<file path="config.mk">
export PLATFORM = sky130hd
export DESIGN_NAME = alu_pipe_flat
export DESIGN_NICKNAME = d
export VERILOG_FILES = /design/src/rtl/alu_pipe_if.sv /design/src/rtl/alu_pipe.sv /design/src/flat_wrapper.sv
export SDC_FILE = /design/constraint.sdc
export NUM_CORES = 1
export LEC_CHECK = 0
export ABC_AREA = 1
export CORE_MARGIN = 3
export CORE_UTILIZATION = 55
export CTS_CLUSTER_DIAMETER = 30
export CTS_CLUSTER_SIZE = 40
export DETAILED_ROUTE_END_ITERATION = 12
export PLACE_DENSITY_LB_ADDON = 0.25
export SYNTH_ARGS = -nofsm -noshare
export SYNTH_HDL_FRONTEND = slang
export SYNTH_SLANG_ARGS = --single-unit
</file>
<file path="constraint.sdc">
create_clock -name clk -period 2.8 [get_ports clk]
set_input_delay 0.56 -clock clk [delete_from_list [all_inputs] [get_ports clk]]
set_output_delay 0.56 -clock clk [all_outputs]
set_load 0.01 [all_outputs]
</file>
<file path="src/rtl/alu_pipe_if.sv">
// rtl/alu_pipe_if.sv - operand/result handshake bundle for alu_pipe
interface alu_pipe_if #(
    parameter int WIDTH = 8
) ();
    logic             in_valid;
    logic             in_ready;
    logic [2:0]       op;
    logic [WIDTH-1:0] a;
    logic [WIDTH-1:0] b;
    logic             out_valid;
    logic             out_ready;
    logic [WIDTH-1:0] result;
    logic             carry;
    logic             overflow;
    logic             zero;
    logic             negative;
    logic             busy;

    modport master (
        output in_valid, op, a, b, out_ready,
        input  in_ready, out_valid, result, carry, overflow, zero, negative, busy
    );

    modport slave (
        input  in_valid, op, a, b, out_ready,
        output in_ready, out_valid, result, carry, overflow, zero, negative, busy
    );
endinterface

</file>
<file path="src/rtl/alu_pipe.sv">
// rtl/alu_pipe.sv - handshaked WIDTH-bit ALU with registered flags and iterative shift-add multiply
module alu_pipe #(
    parameter int WIDTH = 8
) (
    input  logic        clk,
    input  logic        rst,
    alu_pipe_if.slave   bus
);
    localparam int CW = $clog2(WIDTH);

    localparam logic [2:0] OP_ADD = 3'b000;
    localparam logic [2:0] OP_SUB = 3'b001;
    localparam logic [2:0] OP_AND = 3'b010;
    localparam logic [2:0] OP_OR  = 3'b011;
    localparam logic [2:0] OP_XOR = 3'b100;
    localparam logic [2:0] OP_SLT = 3'b101;
    localparam logic [2:0] OP_MUL = 3'b110;
    localparam logic [2:0] OP_NOR = 3'b111;

    typedef enum logic {S_IDLE, S_MUL} state_t;

    state_t             r_state;
    logic               r_out_valid;
    logic [WIDTH-1:0]   r_result;
    logic               r_carry;
    logic               r_overflow;
    logic               r_zero;
    logic               r_negative;
    logic               r_busy;
    logic [2*WIDTH-1:0] r_acc;
    logic [2*WIDTH-1:0] r_mcand;
    logic [WIDTH-1:0]   r_mplier;
    logic [CW-1:0]      r_count;

    logic               w_in_ready;
    logic               w_in_fire;
    logic [WIDTH:0]     w_sum;
    logic [WIDTH:0]     w_diff;
    logic [WIDTH-1:0]   w_alu_res;
    logic               w_alu_c;
    logic               w_alu_v;
    logic [2*WIDTH-1:0] w_acc_next;
    logic               w_mul_last;

    assign w_in_ready = (r_state == S_IDLE) && (!r_out_valid || bus.out_ready);
    assign w_in_fire  = bus.in_valid && w_in_ready;

    assign w_sum  = {1'b0, bus.a} + {1'b0, bus.b};
    assign w_diff = {1'b0, bus.a} - {1'b0, bus.b};

    always_comb begin
        w_alu_res = '0;
        w_alu_c   = 1'b0;
        w_alu_v   = 1'b0;
        case (bus.op)
            OP_ADD: begin
                w_alu_res = w_sum[WIDTH-1:0];
                w_alu_c   = w_sum[WIDTH];
                w_alu_v   = (bus.a[WIDTH-1] == bus.b[WIDTH-1]) && (w_sum[WIDTH-1] != bus.a[WIDTH-1]);
            end
            OP_SUB: begin
                // the extra top bit of the widened difference is the borrow
                w_alu_res = w_diff[WIDTH-1:0];
                w_alu_c   = w_diff[WIDTH];
                w_alu_v   = (bus.a[WIDTH-1] != bus.b[WIDTH-1]) && (w_diff[WIDTH-1] != bus.a[WIDTH-1]);
            end
            OP_AND: w_alu_res = bus.a & bus.b;
            OP_OR:  w_alu_res = bus.a | bus.b;
            OP_XOR: w_alu_res = bus.a ^ bus.b;
            OP_SLT: w_alu_res = {{(WIDTH-1){1'b0}}, ($signed(bus.a) < $signed(bus.b))};
            OP_NOR: w_alu_res = ~(bus.a | bus.b);
            default: w_alu_res = '0;
        endcase
    end

    // multiplicand shifts left and multiplier shifts right, one partial product per cycle
    assign w_acc_next = r_acc + (r_mplier[0] ? r_mcand : '0);
    assign w_mul_last = (r_count == CW'(WIDTH - 1));

    always_ff @(posedge clk or posedge rst) begin
        if (rst) begin
            r_state     <= S_IDLE;
            r_out_valid <= 1'b0;
            r_result    <= '0;
            r_carry     <= 1'b0;
            r_overflow  <= 1'b0;
            r_zero      <= 1'b0;
            r_negative  <= 1'b0;
            r_busy      <= 1'b0;
            r_acc       <= '0;
            r_mcand     <= '0;
            r_mplier    <= '0;
            r_count     <= '0;
        end else begin
            if (r_out_valid && bus.out_ready) begin
                r_out_valid <= 1'b0;
            end
            case (r_state)
                S_IDLE: begin
                    if (w_in_fire) begin
                        if (bus.op == OP_MUL) begin
                            r_state  <= S_MUL;
                            r_busy   <= 1'b1;
                            r_acc    <= '0;
                            r_count  <= '0;
                            r_mcand  <= {{WIDTH{1'b0}}, bus.a};
                            r_mplier <= bus.b;
                        end else begin
                            r_result    <= w_alu_res;
                            r_carry     <= w_alu_c;
                            r_overflow  <= w_alu_v;
                            r_zero      <= (w_alu_res == '0);
                            r_negative  <= w_alu_res[WIDTH-1];
                            r_out_valid <= 1'b1;
                        end
                    end
                end
                S_MUL: begin
                    r_acc    <= w_acc_next;
                    r_mcand  <= r_mcand << 1;
                    r_mplier <= r_mplier >> 1;
                    r_count  <= r_count + 1'b1;
                    if (w_mul_last) begin
                        r_state     <= S_IDLE;
                        r_busy      <= 1'b0;
                        r_count     <= '0;
                        r_result    <= w_acc_next[WIDTH-1:0];
                        r_carry     <= |w_acc_next[2*WIDTH-1:WIDTH];
                        r_overflow  <= 1'b0;
                        r_zero      <= (w_acc_next[WIDTH-1:0] == '0);
                        r_negative  <= w_acc_next[WIDTH-1];
                        r_out_valid <= 1'b1;
                    end
                end
                default: r_state <= S_IDLE;
            endcase
        end
    end

    assign bus.in_ready  = w_in_ready;
    assign bus.out_valid = r_out_valid;
    assign bus.result    = r_result;
    assign bus.carry     = r_carry;
    assign bus.overflow  = r_overflow;
    assign bus.zero      = r_zero;
    assign bus.negative  = r_negative;
    assign bus.busy      = r_busy;
endmodule

</file>
<file path="src/flat_wrapper.sv">
// flat-port wrapper written by rule: the top's interface ports become plain ports
module alu_pipe_flat 
#(
    parameter int WIDTH = 8
)
  (clk, rst, bus_in_valid, bus_op, bus_a, bus_b, bus_out_ready, bus_in_ready, bus_out_valid, bus_result, bus_carry, bus_overflow, bus_zero, bus_negative, bus_busy);
  alu_pipe_if #(.WIDTH(WIDTH)) bus_i ();
  input  logic clk;
  input  logic rst;
  input wire logic [$bits(bus_i.in_valid)-1:0] bus_in_valid;
  input wire logic [$bits(bus_i.op)-1:0] bus_op;
  input wire logic [$bits(bus_i.a)-1:0] bus_a;
  input wire logic [$bits(bus_i.b)-1:0] bus_b;
  input wire logic [$bits(bus_i.out_ready)-1:0] bus_out_ready;
  output wire logic [$bits(bus_i.in_ready)-1:0] bus_in_ready;
  output wire logic [$bits(bus_i.out_valid)-1:0] bus_out_valid;
  output wire logic [$bits(bus_i.result)-1:0] bus_result;
  output wire logic [$bits(bus_i.carry)-1:0] bus_carry;
  output wire logic [$bits(bus_i.overflow)-1:0] bus_overflow;
  output wire logic [$bits(bus_i.zero)-1:0] bus_zero;
  output wire logic [$bits(bus_i.negative)-1:0] bus_negative;
  output wire logic [$bits(bus_i.busy)-1:0] bus_busy;
  assign bus_i.in_valid = bus_in_valid;
  assign bus_i.op = bus_op;
  assign bus_i.a = bus_a;
  assign bus_i.b = bus_b;
  assign bus_i.out_ready = bus_out_ready;
  assign bus_in_ready = bus_i.in_ready;
  assign bus_out_valid = bus_i.out_valid;
  assign bus_result = bus_i.result;
  assign bus_carry = bus_i.carry;
  assign bus_overflow = bus_i.overflow;
  assign bus_zero = bus_i.zero;
  assign bus_negative = bus_i.negative;
  assign bus_busy = bus_i.busy;
  alu_pipe #(.WIDTH(WIDTH)) u_core (.clk(clk), .rst(rst), .bus(bus_i));
endmodule
</file>
; Word-level counts from Yosys, hierarchy flattened
; Index checks and enable logic that the tools add are counted.
[totals]
reg_bits = 58
out_inout_bits = 15
[op_classes]
addsub = 4
muxes = 49
bitwise_logic = 5
n_reduce_logical = 14
order_cmp = 1
n_eq_ne = 16
[ops]
columns = cell, count
row1 = $mux W16, 5
row2 = $pmux W16 S2, 2
row3 = $pmux W8 S7, 1
row4 = $mux W8, 5
row5 = $pmux W8 S2, 2
row6 = $mux W1, 21
row7 = $pmux W1 S2, 9
row8 = $add A16 B16 Y16, 1
row9 = $logic_not A8 Y1, 2
row10 = $eq A3 B3 Y1 const B, 5
row11 = $add A8 B8 Y9, 1
row12 = $mux W3, 3
row13 = $sub A8 B8 Y9, 1
row14 = $and A8 B8 Y8, 1
row15 = $lt A8 B8 Y1, 1
row16 = $not A8 Y8, 1
row17 = $or A8 B8 Y8, 1
row18 = $reduce_or A8 Y1, 1
row19 = $xor A8 B8 Y8, 1
row20 = $eq A3 B2 Y1 const B, 2
row21 = $ne A2 B2 Y1 const B, 3
row22 = $pmux W3 S2, 1
row23 = $reduce_and A3 Y1, 2
row24 = $logic_and A1 B1 Y1, 5
row25 = 10 further kinds, 12

; Logic depth before layout (Yosys ltp)
; Gate-level depths: netlist of the first run.
[logic_depth]
ltp_word = 7
depth_mapped = 19
ltp_nobuf = 17

; Worst setup path before layout of the first run
; OpenSTA, ideal clock, no wires.
[synth_timing]
path_kind = register -> register
from = reg u_core.r_mplier[0]
to = reg u_core.r_carry (netlist: u_core.bus.carry)
t_required_ns = 2.678
path_buffers = 2
setup_slack_ns = 0.626
stages_incl_launch_ff = 18
arrival_ns = 2.052
synth_period_minus_slack_ns = 2.174
cell_sequence = dfrtp_1 clkbuf_1 clkbuf_1 nand2_1 inv_1 ha_1 nand2_1 inv_1 a21oi_1 nand2_1 nand2_1 nand2_1 nand2_1 nand3_1 nor2_1 nand2_1 nand2_1 a21oi_1
[synth_via]
elab_chain_cells = 5
[synth_lines]
columns = element, line
row1 = "start, declared", alu_pipe.sv:32  ; logic [WIDTH-1:0] r_mplier;
row2 = "start signal, assigned", alu_pipe.sv:107  ; r_mplier <= bus.b;
row3 = "start signal, assigned", alu_pipe.sv:121  ; r_mplier <= r_mplier >> 1;
row4 = $mux W16, alu_pipe.sv:77  ; assign w_acc_next = r_acc + (r_mplier[0] ? r_mcand : '0);
row5 = $add A16 B16 Y16, alu_pipe.sv:77
row6 = $reduce_or A8 Y1, alu_pipe.sv:128  ; r_carry <= |w_acc_next[2*WIDTH-1:WIDTH];
row7 = $mux W1, alu_pipe.sv:123  ; if (w_mul_last) begin
row8 = $pmux W1 S2, alu_pipe.sv:98  ; case (r_state)
row9 = "end signal, assigned", alu_pipe.sv:110  ; r_carry <= w_alu_c;
row10 = "end signal, assigned", alu_pipe.sv:128
row11 = "end, declared", alu_pipe.sv:25  ; logic r_carry;
; Every way passes these cells. The select of a mux whose other input is x is not followed.
; A chain may end at the register's enable or synchronous reset.

; Worst setup path after layout of the first run
[layout_timing]
from = in bus_b[0]
to = reg u_core.r_zero (netlist: u_core.bus.zero)
[layout_via]
elab_chain_cells = 7
[layout_lines]
columns = element, line
row1 = "start, declared", flat_wrapper.sv:13  ; input wire logic [$bits(bus_i.b)-1:0] bus_b;
row2 = branches (longest 2 deep; another with $sub A8 B8 Y9), --
row3 = $pmux W8 S7 (*), alu_pipe.sv:55  ; case (bus.op)
row4 = $logic_not A8 Y1 (*), alu_pipe.sv:112  ; r_zero <= (w_alu_res == '0);
row5 = $mux W1 (*), alu_pipe.sv:101  ; if (bus.op == OP_MUL) begin
row6 = $mux W1 (*), alu_pipe.sv:100  ; if (w_in_fire) begin
row7 = $pmux W1 S2 (*), alu_pipe.sv:98
row8 = "end signal, assigned", alu_pipe.sv:112
row9 = "end signal, assigned", alu_pipe.sv:130  ; r_zero <= (w_acc_next[WIDTH-1:0] == '0);
row10 = "end, declared", alu_pipe.sv:27  ; logic r_zero;
; Every way passes the cells marked *. The select of a mux whose other input is x is not followed.

==> results of run 1 <==
==> flip-flops by register name, summed over array words and instances, names as in the netlist <==
signal / cells
u_core.bus.carry: 1
u_core.r_count: 3
u_core.bus.out_valid: 1
u_core.r_mplier: 8
u_core.r_acc: 16
u_core.r_state: 1
u_core.bus.result: 8
u_core.bus.busy: 1
u_core.r_mcand: 16
u_core.bus.overflow: 1
u_core.bus.zero: 1
==> critical path, delay by kind of cell <==
family | cells | cell delay (ns)
compound gates | 1 | 0.15
fa+ha+maj | 2 | 0.64
simple gates | 7 | 0.94
buf+inv | 1 | 0.48
==> per-stage QoR <==
stage	util [%]	cells
floorplan	-	710
global placement	64.4	857
detailed placement	64.4	857
CTS	67.1	873
global route	67.1	873
finish	67.1	873
==> layer usage <==
metal,vias up,share of wire [%]
met1,2266,46
met2,116,48
met3,11,5.0
met4,0,1.5
li1,2372,-
met5,-,0
==> Yosys cell counts (all sizes together) (2+ instances only) <==
library cell / instances / share of area [%]
nor3: 5 / 0.53
nor2: 79 / 6.5
xor2: 5 / 0.93
a21oi: 26 / 2.8
o211ai: 3 / 0.48
nand3: 69 / 7.4
and3: 2 / 0.26
inv: 109 / 8.7
or2: 5 / 0.66
and2: 4 / 0.53
xnor2: 4 / 0.74
buf: 15 / 1.7
o21ai: 26 / 2.8
nand3b: 3 / 0.48
a31oi: 6 / 0.79
nand2: 200 / 16
dfrtp: 57 / 30
nand4: 10 / 1.3
o21bai: 2 / 0.32
clkbuf: 9 / 0.74
o22ai: 21 / 2.8
ha: 43 / 11
fa: 3 / 1.3
==> area by class of cell <==
type                       count  area share [%]
multi-input combinational    520            49.8
sequential                    57            25.6
timing repair buffer          66            10.8
inverter                     109            7.35
tap                          105            2.36
clock buffer                   9            2.22
clock inverter                 7            1.84
==> final timing paths <==
check	cells after the start	from	to	slack, ns
hold reg to reg	2	u_core.bus.result[1]	u_core.bus.result[1]	0.48
hold / removal	2	u_core.bus.result[1]	u_core.bus.result[1]	0.48
min in group asynchronous	3	rst	u_core.r_mplier[5]	0.74
setup reg to reg	16	u_core.r_mplier[0]	u_core.bus.carry	0.34
max in group asynchronous	3	rst	u_core.r_acc[1]	1.57
setup / recovery	11	bus_b[0]	u_core.bus.zero	0.29
==> kinds of logic after synthesis <==
family	after synthesis	share of synthesized area, %
xor+xnor	9	1.67
mux	1	0.238
compound gates	87	10.5
flops	57	30.2
simple gates	377	33.7
fa+ha+maj	46	12.7
buf+inv	133	11.1
==> power breakdown <==
group / internal (mW) / leakage [nW] / switching (mW)
logic: 1.27 / 2.20 / 1.95
registers: 1.21 / 0.683 / 0.265
clock network: 0.508 / 0.110 / 0.369
==> cell usage in the layout, fill, tap and decap left out, types with 3 or more instances in the layout <==
| cell | synthesis | final |
|---|---|---|
| o22ai_1 | 21 | 21 |
| dfrtp_1 | 57 | 57 |
| o211ai_1 | 3 | 3 |
| xor2_1 | 5 | 5 |
| clkdlybuf4s50_1 | 0 | 37 |
| clkinv_4 | 0 | 3 |
| clkbuf_8 | 0 | 9 |
| a21oi_1 | 26 | 26 |
| a31oi_1 | 6 | 6 |
| inv_2 | 3 | 4 |
| inv_1 | 106 | 104 |
| buf_4 | 1 | 28 |
| fa_1 | 3 | 3 |
| o21ai_0 | 24 | 24 |
| nor2_1 | 77 | 77 |
| nand4_1 | 10 | 10 |
| xnor2_1 | 4 | 4 |
| or2_2 | 4 | 4 |
| and2_1 | 4 | 4 |
| ha_1 | 43 | 43 |
| nor3_1 | 5 | 5 |
| nand2_1 | 198 | 198 |
| nand3b_1 | 3 | 3 |
| nand3_1 | 68 | 68 |
==> results_dict.tcl, run 1 <==
set metrics [dict create \
    cts_tree "built" \
    clockBufferDepth 2 \
    critical-path-slowest-cell "clkdlybuf4s50_1" \
    dieArea_um2 9740 \
    start_util_pct 56.9 \
    outcome "complete, no violations" \
    slew_headroom_pct 52.0 \
    crit_type "in -> reg" \
    holdCritPathClass "reg -> reg" \
    multi_input_area_um2 2770 \
    cts_resized 0 \
    port_buffers 37 \
    finalWirelength_mm 12.8 \
    antenna_cells 0 \
    post-cts-setup-buffers 0 \
    fmax_ghz 0.399 \
    final_area_um2 5570 \
    fin_nets 832 \
    grt_pass1_wl_mm 21.4 \
    row_count 33 \
    drc 0 \
    hold_ws_ns 0.482 \
    arrival_ns 2.76 \
    synthFlopType "dfrtp_1" \
    leakagePower_nw 3.00 \
    finClkSkew_ns 0.0140 \
    layout_setup_ws_ns 0.293 \
    rsz0062_at_grt "false" \
    fin_crit_ns 2.51 \
    power_density_nw_per_um2 1000 \
    crit_chain "clkdlybuf4s50_1, ha_1, fa_1, or2_2, nand3_1, nand3_1, nor2_1, nand3_1, nor2_1, nand4_1, a21oi_1" \
    placed_area_um2 5340 \
    top_usage_layer "met2" \
    synth_area_per_cell_um2 6.66 \
    setup-violations-final 0 \
    synthArstFlopShare_pct 100 \
    postRouteAntennaNets 0 \
    power.total_mw 5.57 \
    antenna_found_initial 0 \
    synth_nets 779 \
    netlist_area_um2 4730 \
    drtIter0Drc 271 \
    cts_sinks 57 \
    timing_worst_slew_pin_value_ns 0.721 \
    fillerInstances 731 \
    drive_above_1_share_pct 7.81 \
    startpoint_type "primary input" \
    numCtsBuffers 9 \
    slew_viol_final 0 \
    area_growth_pct 17.8 \
    first_pass_iters 5 \
    cts_hold_repair.buffers 0 \
    gr-usage-met2_pct 45.0 \
    synth.distinct_cells 38 \
    clk_latency_ns 0.33 \
    irDropWorstVdd_mv 0.575 \
    via_per_inst 5.46 \
    core_area_um2 8300 \
    ff_latch_area_um2 1430 \
    dp_slack_ns -0.0204 \
    ioPinCount 38 \
    yosysWarnings 0 \
    grt_max_degree 69 \
    clockRootBuffer "clkbuf_8" \
    finalHoldViolCount 0 \
    crit_required_ns 3.05 \
    die_w_um 98.7 \
    crit_fanout 3 \
    use_met3_pct 4.18 \
    die_y_um 98.7 \
    grt_pass1_vias 4436 \
    finalSetupTns_ns 0 \
    synth_enable_flop_cells 0 \
    gr-usage-met1_pct 37.2 \
    syn_inst 710 \
    post-route-period-util_pct 89.5 \
    wl_per_cell_um 14.6 \
    ys_seq_area_share_pct 30.2 \
    clkTransAtPathRegs_ns 0.07 \
    grt_usage_pct 27.2 \
    worstSetupEndpointType "flip-flop" \
    grt-ovfl-total 0 \
    vias 4765 \
    cp_common_cell "nand3_1" \
    gpl.final_weighted_congestion 0.933 \
    max_cap_violations 0 \
    post-dp-hpwl_mm 10.2 \
    synth-seq-cells 57 \
    cts_max_level 3 \
    cpPeakStageDelay_ns 0.48 \
]
Power figures use the tool's default switching activity.
==> run 2, diff against run 1 <==
- CORE_ASPECT_RATIO: not set -> 0.9
==> run 2 against run 1 <==
  * Die area is essentially flat
  * Clock skew shrank 0.0034 ns
  * Fmax fell by 2.6%
  * Critical path depth grew 5
  * Power is 2.2% lower
==> results_dict.tcl, run 2 (same netlist as run 1, synthesis figures left out) <==
set metrics [dict create \
    cts_sinks 57 \
    postRouteAntennaNets 0 \
    row_count 31 \
    power.total_mw 5.45 \
    finalHoldViolCount 0 \
    drive_above_1_share_pct 8.05 \
    dieArea_um2 9740 \
    port_buffers 37 \
    p_switching_mw 2.64 \
    timing_worst_slew_pin_value_ns 0.712 \
    grt-ovfl-total 0 \
    wl_per_cell_um 14.9 \
    die_w_um 104 \
    netSwitchingFraction_pct 48.4 \
    final_area_um2 5530 \
    crit_fanout 10 \
    power_density_nw_per_um2 985 \
    r2r_start "u_core.r_mplier[0]" \
    fin_nets 834 \
    clockBufferDepth 2 \
    cts_tree "built" \
    post-dp-hpwl_mm 10.5 \
    grt_pass1_vias 4333 \
    multi_input_area_um2 2780 \
    rsz0062_at_grt "false" \
    clock_power_share_pct 12.0 \
    crit_type "reg -> reg" \
    arrival_ns 2.80 \
    start_util_pct 57.7 \
    core_area_um2 8180 \
    drc 0 \
    antenna_found_initial 0 \
    ff_latch_area_um2 1430 \
    fmax_ghz 0.388 \
    worstSetupEndpointType "flip-flop" \
    numCtsBuffers 9 \
    slew_headroom_pct 52.5 \
    first_pass_iters 5 \
    area_growth_pct 17.1 \
    fillerInstances 747 \
    crit_required_ns 3.02 \
    leakagePower_nw 2.98 \
    placed_area_um2 5370 \
    holdCritPathClass "reg -> reg" \
    clk_latency_ns 0.34 \
    clockRootBuffer "clkbuf_8" \
    finClkSkew_ns 0.0106 \
    finalSetupTns_ns 0 \
    comb_power_share_pct 60.7 \
    fin_crit_ns 2.57 \
    grt_usage_pct 27.3 \
    clkTransAtPathRegs_ns 0.07 \
    p_seq_share_pct 27.2 \
    internal-power_mw 2.81 \
    max_cap_violations 0 \
    finalWirelength_mm 13.2 \
    final_cell_mix "nand2_1 (198), inv_1 (104), nor2_1 (77)" \
    irDropWorstVdd_mv 0.597 \
    outcome "complete, no violations" \
    gpl.final_weighted_congestion 0.997 \
    post-route-period-util_pct 91.9 \
    slew_viol_final 0 \
    drtIter0Drc 243 \
    ioPinCount 38 \
    final_common_cell "nand2_1" \
    setup-violations-final 0 \
    grt_max_degree 69 \
    vias 4861 \
    setup.worst_path.start "u_core.r_mplier[0]" \
    startpoint_type "flip-flop" \
    cts_max_level 3 \
    die_y_um 93.9 \
    grt_pass1_wl_mm 21.3 \
    worstHoldStart "u_core.bus.busy" \
    via_per_inst 5.49 \
    antenna_cells 0 \
    reg.largest.list "u_core.r_acc (16), u_core.r_mcand (16)" \
]
[run 2: changes by cell type in the layout (fill, tap and decap cells not counted), sizes merged]
cell / change
buf: +2
bufinv: -2
clkbuf: +1
clkinv: +1
clkinvlp: +1
inv: -1
[run 2: power groups by stage]
stage	sequential [mW]	clock, mW	combinational [mW]
2_1_floorplan	1.43	0	2.31
3_3_place_gp	1.47	0	3.17
3_5_place_dp	1.49	0	3.26
4_1_cts	1.48	0.668	3.27
5_1_grt	1.53	0.699	3.71
6_report	1.48	0.657	3.31
[run 2: layer usage]
| layer | wire length, um | GRT usage (%) | vias up |
|---|---|---|---|
| met5 | 0 | 0 | - |
| met4 | 248 | 7.64 | 0 |
| met3 | 1100 | 6.05 | 22 |
| met2 | 5440 | 39.7 | 202 |
| met1 | 6380 | 40.9 | 2262 |
| li1 | - | - | 2375 |
[run 2: area by class of cell]
class,count,share of cell area (%)
inverter,109,7.39
sequential,57,25.8
clock buffer,10,2.31
clock inverter,6,0.633
tap,115,2.60
timing repair buffer,68,11.1
multi-input combinational,520,50.2
[run 2: worst paths after layout]
path | endpoint | slack (ns) | cells past startpoint
worst max-delay path | u_core.bus.carry | 0.23 | 16
worst min-delay path | u_core.bus.busy | 0.48 | 2
worst max register to register | u_core.bus.carry | 0.23 | 16
worst min register to register | u_core.bus.busy | 0.48 | 2
max in group asynchronous | u_core.r_acc[1] | 1.58 | 3
min in group asynchronous | u_core.r_mcand[14] | 0.72 | 3
[run 2: stage by stage]
stage	hold slack [ns]	util, %	cells	worst slack (ns)
finish	0.481	67.6	885	0.225
global route	0.511	67.6	885	0.0166
CTS	0.487	67.6	885	0.249
detailed placement	0.469	65.6	869	-0.0377
global placement	0.463	65.6	869	0.0405
floorplan	0.450	-	710	0.626
[run 2: worst max-delay path, cell delays in order, from the launching register on]
cell	delay (ns)
dfrtp_1	0.48
nand2_1	0.11
inv_1	0.04
ha_1	0.20
fa_1	0.42
nand3_1	0.09
nand2_1	0.14
nand2_1	0.09
nand2_1	0.09
nand2_1	0.10
nand3_1	0.07
nand2_1	0.14
nand2_1	0.07
nor2_1	0.14
nand2_1	0.11
nand2_1	0.09
a21oi_1	0.07
[run 2: repair_timing]
action | 4_1_cts | 5_1_grt
setup endpoints to repair | 0 | 1
setup buffers | 0 | 0
hold buffers | 0 | 0
resized for setup | 0 | 1
